File: src/rtl/venda_if.sv
// ---------------------------------------------------------------------------
// venda_if: request/response bundle of the vending sequencer.
//   master : keypad/coin side (drives the strobes, observes the outputs)
//   slave  : controlador_venda (consumes the strobes, drives the outputs)
// Signals:
//   sel_valida/sel_produto   product selection strobe + index 0..3
//   moeda_valida/moeda_valor coin strobe + value 1..15 (0 ignored)
//   cancelar                 user abort strobe
//   total, preco             registered running total / latched price
//   liberar_produto          dispense pulse
//   devolver/valor_devolucao refund pulse + amount
//   ocupado                  transaction in progress
// ---------------------------------------------------------------------------
interface venda_if;
   logic       sel_valida;
   logic [1:0] sel_produto;
   logic       moeda_valida;
   logic [3:0] moeda_valor;
   logic       cancelar;
   logic [3:0] total;
   logic [3:0] preco;
   logic       liberar_produto;
   logic       devolver;
   logic [3:0] valor_devolucao;
   logic       ocupado;

   modport master (
      output sel_valida, sel_produto, moeda_valida, moeda_valor, cancelar,
      input  total, preco, liberar_produto, devolver, valor_devolucao, ocupado
   );

   modport slave (
      input  sel_valida, sel_produto, moeda_valida, moeda_valor, cancelar,
      output total, preco, liberar_produto, devolver, valor_devolucao, ocupado
   );
endinterface

File: src/rtl/controlador_venda.sv
// ---------------------------------------------------------------------------
// controlador_venda: single-transaction vending sequencer.
//   select -> accumulate coins -> compare with price -> dispense or refund.
// Ports:
//   clk    rising-edge clock
//   rst_n  asynchronous active-low reset
//   bus    venda_if.slave (strobes in; total/preco/pulses/ocupado out)
// Optional build macro TROCO_EN: overpayment dispenses and returns change
// (total - preco) in the same cycle instead of refunding the full total.
// All outputs are registered.
// ---------------------------------------------------------------------------
module controlador_venda #(
   parameter logic [3:0]  PRECO_0        = 4'd3,
   parameter logic [3:0]  PRECO_1        = 4'd5,
   parameter logic [3:0]  PRECO_2        = 4'd7,
   parameter logic [3:0]  PRECO_3        = 4'd10,
   parameter logic [15:0] TIMEOUT_CICLOS = 16'd50000
) (
   input  logic   clk,
   input  logic   rst_n,
   venda_if.slave bus
);

   typedef enum logic [2:0] {OCIOSO, COLETA, VERIFICA, ENTREGA, DEVOLVE} estado_t;

   localparam logic [15:0] CNT_MAX = TIMEOUT_CICLOS - 16'd1;

   estado_t     estado;
   logic [15:0] cnt;
   logic [3:0]  total_r, preco_r, valor_r;
   logic        liberar_r, devolver_r, ocupado_r;

   logic [4:0]  soma;
   logic [3:0]  soma_sat;
   logic [3:0]  preco_tab;

   // 5-bit sum so the carry tells us when to clamp at 15
   assign soma     = {1'b0, total_r} + {1'b0, bus.moeda_valor};
   assign soma_sat = soma[4] ? 4'hF : soma[3:0];

   always_comb begin
      preco_tab = PRECO_0;
      case (bus.sel_produto)
         2'd0: preco_tab = PRECO_0;
         2'd1: preco_tab = PRECO_1;
         2'd2: preco_tab = PRECO_2;
         2'd3: preco_tab = PRECO_3;
         default: preco_tab = PRECO_0;
      endcase
   end

   always_ff @(posedge clk or negedge rst_n) begin
      if (!rst_n) begin
         estado     <= OCIOSO;
         cnt        <= '0;
         total_r    <= '0;
         preco_r    <= '0;
         valor_r    <= '0;
         liberar_r  <= 1'b0;
         devolver_r <= 1'b0;
         ocupado_r  <= 1'b0;
      end else begin
         // pulses and refund amount live for exactly one cycle
         liberar_r  <= 1'b0;
         devolver_r <= 1'b0;
         valor_r    <= '0;
         case (estado)
            OCIOSO: begin
               if (bus.sel_valida) begin
                  preco_r   <= preco_tab;
                  total_r   <= '0;
                  cnt       <= '0;
                  ocupado_r <= 1'b1;
                  estado    <= COLETA;
               end
            end
            COLETA: begin
               if (bus.cancelar) begin
                  devolver_r <= 1'b1;
                  valor_r    <= total_r;
                  estado     <= DEVOLVE;
               end else if (bus.moeda_valida && (bus.moeda_valor != 4'd0)) begin
                  total_r <= soma_sat;
                  cnt     <= '0;
                  estado  <= VERIFICA;
               end else if (cnt == CNT_MAX) begin
                  devolver_r <= 1'b1;
                  valor_r    <= total_r;
                  estado     <= DEVOLVE;
               end else begin
                  cnt <= cnt + 16'd1;
               end
            end
            VERIFICA: begin
               // cnt was cleared by the coin, so a return to COLETA restarts the timeout
               if (total_r == preco_r) begin
                  liberar_r <= 1'b1;
                  estado    <= ENTREGA;
               end else if (total_r < preco_r) begin
                  estado <= COLETA;
               end else begin
`ifdef TROCO_EN
                  liberar_r  <= 1'b1;
                  devolver_r <= 1'b1;
                  valor_r    <= total_r - preco_r;
                  estado     <= ENTREGA;
`else
                  devolver_r <= 1'b1;
                  valor_r    <= total_r;
                  estado     <= DEVOLVE;
`endif
               end
            end
            ENTREGA, DEVOLVE: begin
               total_r   <= '0;
               preco_r   <= '0;
               cnt       <= '0;
               ocupado_r <= 1'b0;
               estado    <= OCIOSO;
            end
            default: estado <= OCIOSO;
         endcase
      end
   end

   assign bus.total           = total_r;
   assign bus.preco           = preco_r;
   assign bus.liberar_produto = liberar_r;
   assign bus.devolver        = devolver_r;
   assign bus.valor_devolucao = valor_r;
   assign bus.ocupado         = ocupado_r;

endmodule

File: src/flat_wrapper.sv
// flat-port wrapper written by rule: the top's interface ports become plain ports
module controlador_venda_flat 
#(
   parameter logic [3:0]  PRECO_0        = 4'd3,
   parameter logic [3:0]  PRECO_1        = 4'd5,
   parameter logic [3:0]  PRECO_2        = 4'd7,
   parameter logic [3:0]  PRECO_3        = 4'd10,
   parameter logic [15:0] TIMEOUT_CICLOS = 16'd50000
)
  (clk, rst_n, bus_sel_valida, bus_sel_produto, bus_moeda_valida, bus_moeda_valor, bus_cancelar, bus_total, bus_preco, bus_liberar_produto, bus_devolver, bus_valor_devolucao, bus_ocupado);
  venda_if bus_i ();
  input  logic clk;
  input  logic rst_n;
  input wire logic [$bits(bus_i.sel_valida)-1:0] bus_sel_valida;
  input wire logic [$bits(bus_i.sel_produto)-1:0] bus_sel_produto;
  input wire logic [$bits(bus_i.moeda_valida)-1:0] bus_moeda_valida;
  input wire logic [$bits(bus_i.moeda_valor)-1:0] bus_moeda_valor;
  input wire logic [$bits(bus_i.cancelar)-1:0] bus_cancelar;
  output wire logic [$bits(bus_i.total)-1:0] bus_total;
  output wire logic [$bits(bus_i.preco)-1:0] bus_preco;
  output wire logic [$bits(bus_i.liberar_produto)-1:0] bus_liberar_produto;
  output wire logic [$bits(bus_i.devolver)-1:0] bus_devolver;
  output wire logic [$bits(bus_i.valor_devolucao)-1:0] bus_valor_devolucao;
  output wire logic [$bits(bus_i.ocupado)-1:0] bus_ocupado;
  assign bus_i.sel_valida = bus_sel_valida;
  assign bus_i.sel_produto = bus_sel_produto;
  assign bus_i.moeda_valida = bus_moeda_valida;
  assign bus_i.moeda_valor = bus_moeda_valor;
  assign bus_i.cancelar = bus_cancelar;
  assign bus_total = bus_i.total;
  assign bus_preco = bus_i.preco;
  assign bus_liberar_produto = bus_i.liberar_produto;
  assign bus_devolver = bus_i.devolver;
  assign bus_valor_devolucao = bus_i.valor_devolucao;
  assign bus_ocupado = bus_i.ocupado;
  controlador_venda #(.PRECO_0(PRECO_0), .PRECO_1(PRECO_1), .PRECO_2(PRECO_2), .PRECO_3(PRECO_3), .TIMEOUT_CICLOS(TIMEOUT_CICLOS)) u_core (.clk(clk), .rst_n(rst_n), .bus(bus_i));
endmodule
File: config.mk
export PLATFORM = sky130hd
export DESIGN_NAME = controlador_venda_flat
export DESIGN_NICKNAME = d
export VERILOG_FILES = /design/src/rtl/venda_if.sv /design/src/rtl/controlador_venda.sv /design/src/flat_wrapper.sv
export SDC_FILE = /design/constraint.sdc
export NUM_CORES = 1
export LEC_CHECK = 0
export CAP_MARGIN = 20
export CORE_MARGIN = 10
export CORE_UTILIZATION = 45
export CTS_BUF_LIST = sky130_fd_sc_hd__clkbuf_16
export DETAILED_ROUTE_END_ITERATION = 10
export HOLD_SLACK_MARGIN = 0.15
export PLACE_DENSITY = 0.67
export SLEW_MARGIN = 40
export SYNTH_ARGS = -nofsm -noshare
export SYNTH_HDL_FRONTEND = slang
export SYNTH_SLANG_ARGS = --single-unit
File: constraint.sdc
create_clock -name clk -period 3.25 [get_ports clk]
set_clock_uncertainty 0.2 [all_clocks]
set_input_delay 0.4875 -clock clk [delete_from_list [all_inputs] [get_ports clk]]
set_output_delay 0.4875 -clock clk [all_outputs]
set_load 0.01 [all_outputs]
==> impl_results.md, run 1 <==
- Power Dens Cells: 705.8 nW/µm²
- Gate power share: 41.7%
- Commonest non-fill, non-tap cell in the layout: dfrtp_1
- Crit Path Class: in -> reg
- Clk pwr share: 24.6%
- Synth Cell Area: 2133 µm²
- Vias in the first global route: 1846
- Final Cycle Share: 76.53%
- CTS tree: built
- Max VDD drop: 0.3924 mV
- Post-synth EDFFs: 0
- Dominant synthesized flop cell: dfrtp_1
- Power Internal: 1.121 mW
- FILL cells: 390
- CTS buffer count: 5
- Setup repair after global routing missed its margin: false
- Cell count after synthesis: 217
- Die ar.: 7894 µm²
- Post-route setup slack: 0.7627 ns
- Max-cap violations: 0
- Routed vias/inst: 6.033
- Ys async rst share: 100.0%
- Min-delay src: u_core.bus.preco[2]
- H-tree depth: 2
- I/O pin count: 26
- FMAX: 0.4020 GHz
- Reg area: 850.8 µm²
- Status: finished clean
- Final WL: 5.119 mm
- Arrival @ worst endpoint: 2.48 ns
- Share of cells above drive strength 1: 10.48%
- CTS resizes: 0
- Endpoints failing setup: 0
- Antenna cells: 0
- Die height: 88.85 µm
- Max Slew Vio Count: 0
- WL/cell: 17.06 µm
- DP HPWL: 3.748 mm
- Crit path launch type: primary input
- Final net count: 271
- Hold Slack: 0.3239 ns
- Initial core utilization: 47.68%
- WHS Path Cells: 1
- Max-slew headroom: 47.09%
- Syn_area_per_cell: 9.831 µm²
- Pre-CTS WS: 0.4723 ns
- Post-CTS Repair Setup Buffers: 0
- Sequential share of power: 33.7%
- First drt pass iteration count: 4
- Final antenna-violating net count: 0
- Min Tclk post-route: 2.487 ns
- Crit end category: register
- Total number of vias: 1810
- Psw: 0.7031 mW
- Core Area: 4474 µm²
- Hold crit path type: reg -> reg
- Overflow after GRT: 0
- Clock sink total: 34
- Top cell type by total area after synthesis: dfrtp_1
- Syn-to-layout area delta: 21.17%
- R2r worst-path depth: 5
- Leakage: 1.083 nW
- Clock Path Buffers: 2
- Clock latency on the worst-skew pair: 0.28 ns
- Worst Path Max Fanout: 17
- Hold EP: u_core.bus.preco[2]
- Clock transition at path regs: 0.05 ns
- Reg2reg end: u_core.estado[0]
- DRC Markers: 0
- Final Hold Vio Count: 0
- Critical path data required time: 3.25 ns
- Synth top area share: 39.88%
- #FFs+latches synth: 34
- Reg-to-reg startpoint: u_core.cnt[12]
- Area occupied by multi-input gates: 1174 µm²
- Wire length of the first global-routing pass: 8.818 mm
- Main area contributors after synthesis: dfrtp_1 (40%), ha_1 (7.0%), inv_1 (3.3%), a21oi_1 (2.8%), o22ai_1 (2.3%)
- Initial drt markers: 109
- Most frequent cells in the layout: dfrtp_1 (34), clkdlybuf4s50_1 (25), inv_1 (19), a21oi_1 (12), ha_1 (12)
- Sw Share: 38.54%
- # rows: 24
- Reg2reg setup slack: 0.88 ns
- Syn nets: 241
- CTS Root Cell: clkbuf_16
- Syn. warnings: 0
- Die X: 88.85 µm
- Initial antenna violation count: 0
- Register area share after synthesis: 39.88%
- Cts hold-fix bufs: 0
- Port bufs: 25
- Gr usage total: 14.11%
- Total power: 1.824 mW
- Library cells used by synthesis: 58
- GP Congestion: 0.8238
- Measured slew at the worst slew-check pin: 0.7936 ns
- Total negative slack: 0 ns
- Largest net degree at the start of global routing: 35
-- flip-flops by register name (all words and copies together), names as in the netlist --
name	count
u_core.cnt	16
u_core.bus.preco	4
u_core.bus.total	4
u_core.bus.valor_devolucao	4
u_core.estado	3
u_core.bus.devolver	1
u_core.bus.liberar_produto	1
u_core.bus.ocupado	1
-- synth_stat cells, drive strengths merged, types with 2 or more instances --
| library cell | instances |
|---|---|
| dfrtp | 34 |
| inv | 19 |
| a21oi | 13 |
| o21ai | 13 |
| ha | 12 |
| nand2 | 11 |
| nand3 | 9 |
| o22ai | 8 |
| or4 | 8 |
| nand4 | 7 |
| nor2 | 7 |
| nor3 | 6 |
| o31ai | 6 |
| o211ai | 5 |
| buf | 4 |
| nor2b | 4 |
| nor4 | 4 |
| and3 | 3 |
| clkbuf | 3 |
| o2bb2ai | 3 |
| or3 | 3 |
| a22o | 2 |
| a32oi | 2 |
| a41oi | 2 |
| and4 | 2 |
| nand2b | 2 |
| nor3b | 2 |
| o211a | 2 |
| o21a | 2 |
| o41ai | 2 |
| or3b | 2 |
| or4bb | 2 |
-- power groups by stage --
stage                     registers [mW]  logic, mW  clock network [mW]
after floorplan                    0.611      0.461                   0
final                              0.615      0.761               0.449
after CTS                          0.616      0.764               0.456
after detailed placement           0.622      0.760                   0
after global placement             0.624      0.741                   0
after global routing               0.633      0.842               0.473
-- cell families after synthesis --
kind of cell    after synthesis  synth area share [%]
simple gates                 75                 22.52
flops                        34                 39.88
fa+ha+maj                    13                 7.976
compound gates               67                 23.64
mux                           1                0.4692
buf+inv                      26                 5.102
xor+xnor                      1                0.4106
-- metal layers --
metal  track usage [%]  vias up  wire [µm]
met5                 0        -          0
met4             5.874        0         65
met3             2.849        7        177
met2             21.48       30       2238
met1             18.97      877       2637
li1                  -      896          -
-- worst max-delay path, stage by stage --
cell,delay (ns)
clkdlybuf4s50_1,0.46
or2_1,0.26
a32oi_2,0.65
nor2_1,0.39
o22ai_1,0.25
-- worst max path at each step --
stage | start | end | depth (start not counted)
global placement | bus_sel_valida | u_core.bus.total[0] | 5
detailed placement | bus_sel_valida | u_core.bus.total[0] | 5
CTS | bus_sel_valida | u_core.bus.total[2] | 5
finish | bus_sel_valida | u_core.bus.total[2] | 5
floorplan | u_core.cnt[12] | u_core.cnt[1] | 5
global route | bus_sel_valida | u_core.bus.total[1] | 5
-- cell type report --
class,instances,area share [%]
multi-input combinational,157,45.40
inverter,19,2.759
clock inverter,3,0.4356
timing repair buffer,30,11.13
clock buffer,5,4.840
sequential,34,32.91
tap,52,2.517
-- through the flow --
step | instance area, µm² | std cells | util [%]
after global routing | 2585 | 300 | 57.77
after CTS | 2585 | 300 | 57.77
after global placement | 2449 | 292 | 54.73
final | 2585 | 300 | 57.77
after detailed placement | 2449 | 292 | 54.73
after floorplan | 2133 | 217 | -
Power figures use the tool's default switching activity.
==> run 2: changes to the inputs <==
- PLACE_DENSITY: 0.67 -> 0.69
- clock period: 3.25 -> 2.2 ns (I/O delays scaled with it)
==> impl_results.md, run 2 (synthesis results as in run 1) <==
- Status: finished clean
- Port bufs: 25
- Clk pwr share: 23.3%
- Psw: 1.055 mW
- Clock transition at path regs: 0.05 ns
- Antenna cells: 0
- Max Slew Vio Count: 0
- Clock Path Buffers: 2
- Initial antenna violation count: 0
- Die X: 88.85 µm
- Pre-CTS WS: -0.1165 ns
- Setup repair after global routing missed its margin: false
- Crit end category: register
- Largest Register: u_core.cnt
- Flip-flop count of the largest register after layout: 16
- FMAX: 0.4779 GHz
- Power Internal: 1.746 mW
- Sequential share of power: 32.2%
- Arrival @ worst endpoint: 2.08 ns
- Crit Path Class: reg -> reg
- Vias in the first global route: 1886
- CTS buffer count: 5
- Total number of vias: 1890
- Initial core utilization: 47.68%
- Final net count: 290
- DRC Markers: 0
- Critical path data required time: 2.18 ns
- Power Dens Cells: 1015 nW/µm²
- Final antenna-violating net count: 0
- Post-CTS Repair Setup Buffers: 0
- Clock sink total: 34
- Syn-to-layout area delta: 29.38%
- Wire length of the first global-routing pass: 9.101 mm
- I/O pin count: 26
- Share of cells above drive strength 1: 18.73%
- CTS Root Cell: clkbuf_16
- Gr usage total: 14.51%
- Max VDD drop: 0.7273 mV
- Final WL: 5.223 mm
- Final Cycle Share: 95.12%
- Reg2reg end: u_core.cnt[13]
- Largest net degree at the start of global routing: 35
- Reg2reg setup slack: 0.11 ns
- Hold crit path type: in -> async
- Most frequent cells in the layout: dfrtp_1 (34), clkdlybuf4s50_1 (25), buf_4 (23), inv_1 (20)
- Initial drt markers: 77
- Reg-to-reg startpoint: u_core.cnt[1]
- Endpoints failing setup: 0
- Total power: 2.802 mW
- Post-route setup slack: 0.1075 ns
- Cts hold-fix bufs: 0
- Overflow after GRT: 0
- Die ar.: 7894 µm²
- Commonest non-fill, non-tap cell in the layout: dfrtp_1
- Hold Slack: 0.2725 ns
- First drt pass iteration count: 4
- Leakage: 1.191 nW
- R2r worst-path depth: 6
- Final Hold Vio Count: 0
- Min Tclk post-route: 2.093 ns
- Sw Share: 37.67%
- Max-cap violations: 0
- Worst Path Max Fanout: 10
- GP Congestion: 0.8250
- Routed vias/inst: 5.925
- Core Area: 4474 µm²
- DP HPWL: 3.970 mm
- CTS tree: built
- Core Util, Final: 61.69%
- Crit path launch type: register
- # rows: 24
- Measured slew at the worst slew-check pin: 0.4381 ns
- Max-slew headroom: 70.76%
- Gate power share: 44.6%
- WL/cell: 16.37 µm
- Die height: 88.85 µm
- Clock latency on the worst-skew pair: 0.27 ns
- H-tree depth: 2
-- run 2: cell count changes in the layout (fill, tap and decap cells not counted), sizes merged --
cell and change:
buf +19, clkinv -1, inv +1
-- run 2: metal layers --
metal	track usage [%]	wire length [µm]
met5	0	0
met4	6.314	70
met3	3.033	224
met2	21.94	2397
met1	19.48	2530
-- run 2: critical path: stages, from the launching register on --
cell	delay (ns)
dfrtp_1	0.42
ha_1	0.23
nand3_2	0.15
nor4_4	0.07
buf_12	0.14
or4_2	0.60
o211ai_1	0.19
-- run 2: layout make-up --
type | instances | area (µm²)
well taps | 52 | 65.06
clock buffers | 5 | 125.1
flip-flops and latches | 34 | 850.8
repair buffers | 49 | 442.9
inverters | 19 | 71.32
fillers | 365 | 1714
multi-input cells | 157 | 1192
clock inverters | 3 | 12.51
-- run 2: repair_timing --
action | 4_1_cts | 5_1_grt
resized for setup | 0 | 4
setup endpoints to repair | 0 | 3
hold endpoints to repair | 0 | 0
-- run 2: power groups by stage --
stage               sequential (mW)  clock (mW)  combinational [mW]
floorplan                     0.903           0               0.681
global placement              0.913           0                1.20
detailed placement            0.912           0                1.23
CTS                           0.903       0.665                1.24
global route                  0.927       0.693                1.39
finish                        0.902       0.652                1.25
-- run 2: per-stage QoR --
step | TNS (ns) | instances | instance area [µm²]
global route | 0 | 319 | 2760
floorplan | 0 | 217 | 2133
CTS | 0 | 319 | 2741
detailed placement | -1.046 | 311 | 2604
finish | 0 | 319 | 2760
global placement | -0.5043 | 311 | 2604
-- run 2: how the worst max path moves through the flow --
stage                             startpoint                  end  slack, ns  cells after the start
after floorplan               u_core.cnt[12]        u_core.cnt[1]       0.18                      5
after global placement    bus_moeda_valor[0]  u_core.bus.total[3]      -0.09                      8
after detailed placement  bus_moeda_valor[0]  u_core.bus.total[2]      -0.12                      8
after CTS                     u_core.cnt[13]        u_core.cnt[0]       0.08                      5
after global routing           u_core.cnt[1]        u_core.cnt[3]       0.02                      6
final                          u_core.cnt[1]       u_core.cnt[13]       0.11                      6
==> run 3: changes to the inputs <==
- CAP_MARGIN: 20 -> not set
- GPL_TIMING_DRIVEN: not set -> 0
==> impl_results.md, run 3 (synthesis results as in run 1) <==
- Cell Chain, Critical Path: clkdlybuf4s50_1 -> o41ai_4 -> nand3_1 -> or4_1 -> nand3_1
- Largest net degree at the start of global routing: 19
- Hold crit path type: reg -> reg
- Arrival @ worst endpoint: 2.14 ns
- Status: finished clean
- Vias in the first global route: 1882
- Die ar.: 7894 µm²
- Sequential share of power: 31.2%
- Clock latency on the worst-skew pair: 0.28 ns
- Setup repair after global routing missed its margin: true
- Crit end category: register
- Initial antenna violation count: 0
- Max-cap violations: 0
- Flip-flop count of the largest register after layout: 16
- Final antenna-violating net count: 0
- Pre-CTS WS: -0.4889 ns
- Commonest non-fill, non-tap cell in the layout: dfrtp_1
- Gate power share: 41.9%
- Max-slew headroom: 65.83%
- Core Area: 4474 µm²
- Clk pwr share: 26.8%
- Initial drt markers: 141
- Final Cycle Share: 96.78%
- Die X: 88.85 µm
- Initial core utilization: 47.68%
- Power Dens Cells: 1053 nW/µm²
- Final Instance Area: 2745 µm²
- I/O pin count: 26
- WL/cell: 17.28 µm
- DP Area: 2471 µm²
- Final WL: 5.338 mm
- Final net count: 281
- Gr usage total: 14.60%
- Routed vias/inst: 6.126
- Most frequent cells in the layout: dfrtp_1 (33), clkdlybuf4s50_1 (22), inv_1 (19), ha_1 (12)
- Clock transition at path regs: 0.05 ns
- Endpoints failing setup: 0
- Antenna cells: 0
- FILL cells: 378
- Overflow after GRT: 0
- Final Hold Vio Count: 0
- Total negative slack: 0 ns
- Syn-to-layout area delta: 28.68%
- Wire length of the first global-routing pass: 9.218 mm
- Max VDD drop: 0.5881 mV
- Clock Path Buffers: 2
- Crit Path Class: in -> reg
- Max Slew Vio Count: 0
- Slowest-stage cell, CP: or4_1
- CTS tree: built
- CP max stage delay: 0.55 ns
- Most used cell, CP: nand3_1
- Min Tclk post-route: 2.129 ns
- Crit path launch type: primary input
- DRC Markers: 0
- GP Congestion: 0.9001
- DP HPWL: 3.802 mm
- Critical path data required time: 2.21 ns
- H-tree depth: 2
- Measured slew at the worst slew-check pin: 0.5103 ns
- Psw: 1.067 mW
- # rows: 24
- Clock sink total: 34
- Share of cells above drive strength 1: 16.34%
- Post-route setup slack: 0.07077 ns
- CTS Root Cell: clkbuf_16
- CTS buffer count: 5
- Die height: 88.85 µm
- Total number of vias: 1893
- Sw Share: 36.93%
- FMAX: 0.4697 GHz
- Largest Register: u_core.cnt
- First drt pass iteration count: 4
- Total power: 2.890 mW
- Leakage: 1.157 nW
- Port bufs: 25
- Worst Path Max Fanout: 4
- Power Internal: 1.823 mW
-- run 3: cell count changes in the layout (fill, tap and decap cells not counted), moves of 2 or more --
cell	delta
buf_4	-15
clkdlybuf4s50_1	-3
clkbuf_1	+2
buf_2	+3
-- run 3: area by class of cell --
cell class | count | area [µm²] | share of cell area, %
inverters | 19 | 71.32 | 2.598
clock buffers | 5 | 125.1 | 4.558
flip-flops and latches | 34 | 852.1 | 31.04
clock inverters | 2 | 33.78 | 1.231
multi-input cells | 157 | 1225 | 44.62
plain buffers | 6 | 36.28 | 1.322
well taps | 52 | 65.06 | 2.370
repair buffers | 34 | 336.6 | 12.26
-- run 3: stage by stage --
step	hold slack [ns]	util [%]	cells
floorplan	-0.1656	-	217
global placement	0.3212	54.73	294
detailed placement	0.1028	55.23	295
CTS	0.3269	60.01	304
global route	0.3360	61.35	309
finish	0.3170	61.35	309
-- run 3: power groups by stage --
| stage | sequential (mW) | combinational (mW) | clock (mW) |
|---|---|---|---|
| floorplan | 0.903 | 0.681 | 0 |
| global placement | 0.896 | 1.11 | 0 |
| detailed placement | 0.897 | 1.14 | 0 |
| CTS | 0.890 | 1.19 | 0.786 |
| global route | 0.929 | 1.36 | 0.810 |
| finish | 0.903 | 1.21 | 0.775 |
-- run 3: timing repair --
item,in CTS,in global routing
resized for setup,8,6
pin swaps,2,2
endpoints found under the setup margin,26,24
setup buffers,1,6
hold buffers,1,0
endpoints found under the hold margin,26,0
-- run 3: worst paths after layout --
path                                        to  cells after the start  slack, ns                start
setup reg to reg                u_core.cnt[12]                      4       0.09     u_core.estado[0]
min in group asynchronous  u_core.bus.preco[3]                      2       0.33                rst_n
setup / recovery                u_core.cnt[12]                      5       0.07   bus_moeda_valor[1]
max in group asynchronous        u_core.cnt[0]                      3       1.02                rst_n
hold / removal             u_core.bus.preco[2]                      1       0.32  u_core.bus.preco[2]
hold reg to reg            u_core.bus.preco[2]                      1       0.32  u_core.bus.preco[2]
-- run 3: critical path, delay by kind of cell --
family / cells / cell delay (ns)
compound gates: 1 / 0.47
simple gates: 3 / 0.83
buf+inv: 1 / 0.51
-- run 3: layer usage --
layer  global-route usage (%)  wire [µm]  vias to the layer above
met5                        0          0                        -
met4                    5.286         53                        0
met1                    19.58       2508                      931
li1                         -          -                      915
met3                    3.676        293                        5
met2                    22.14       2483                       42
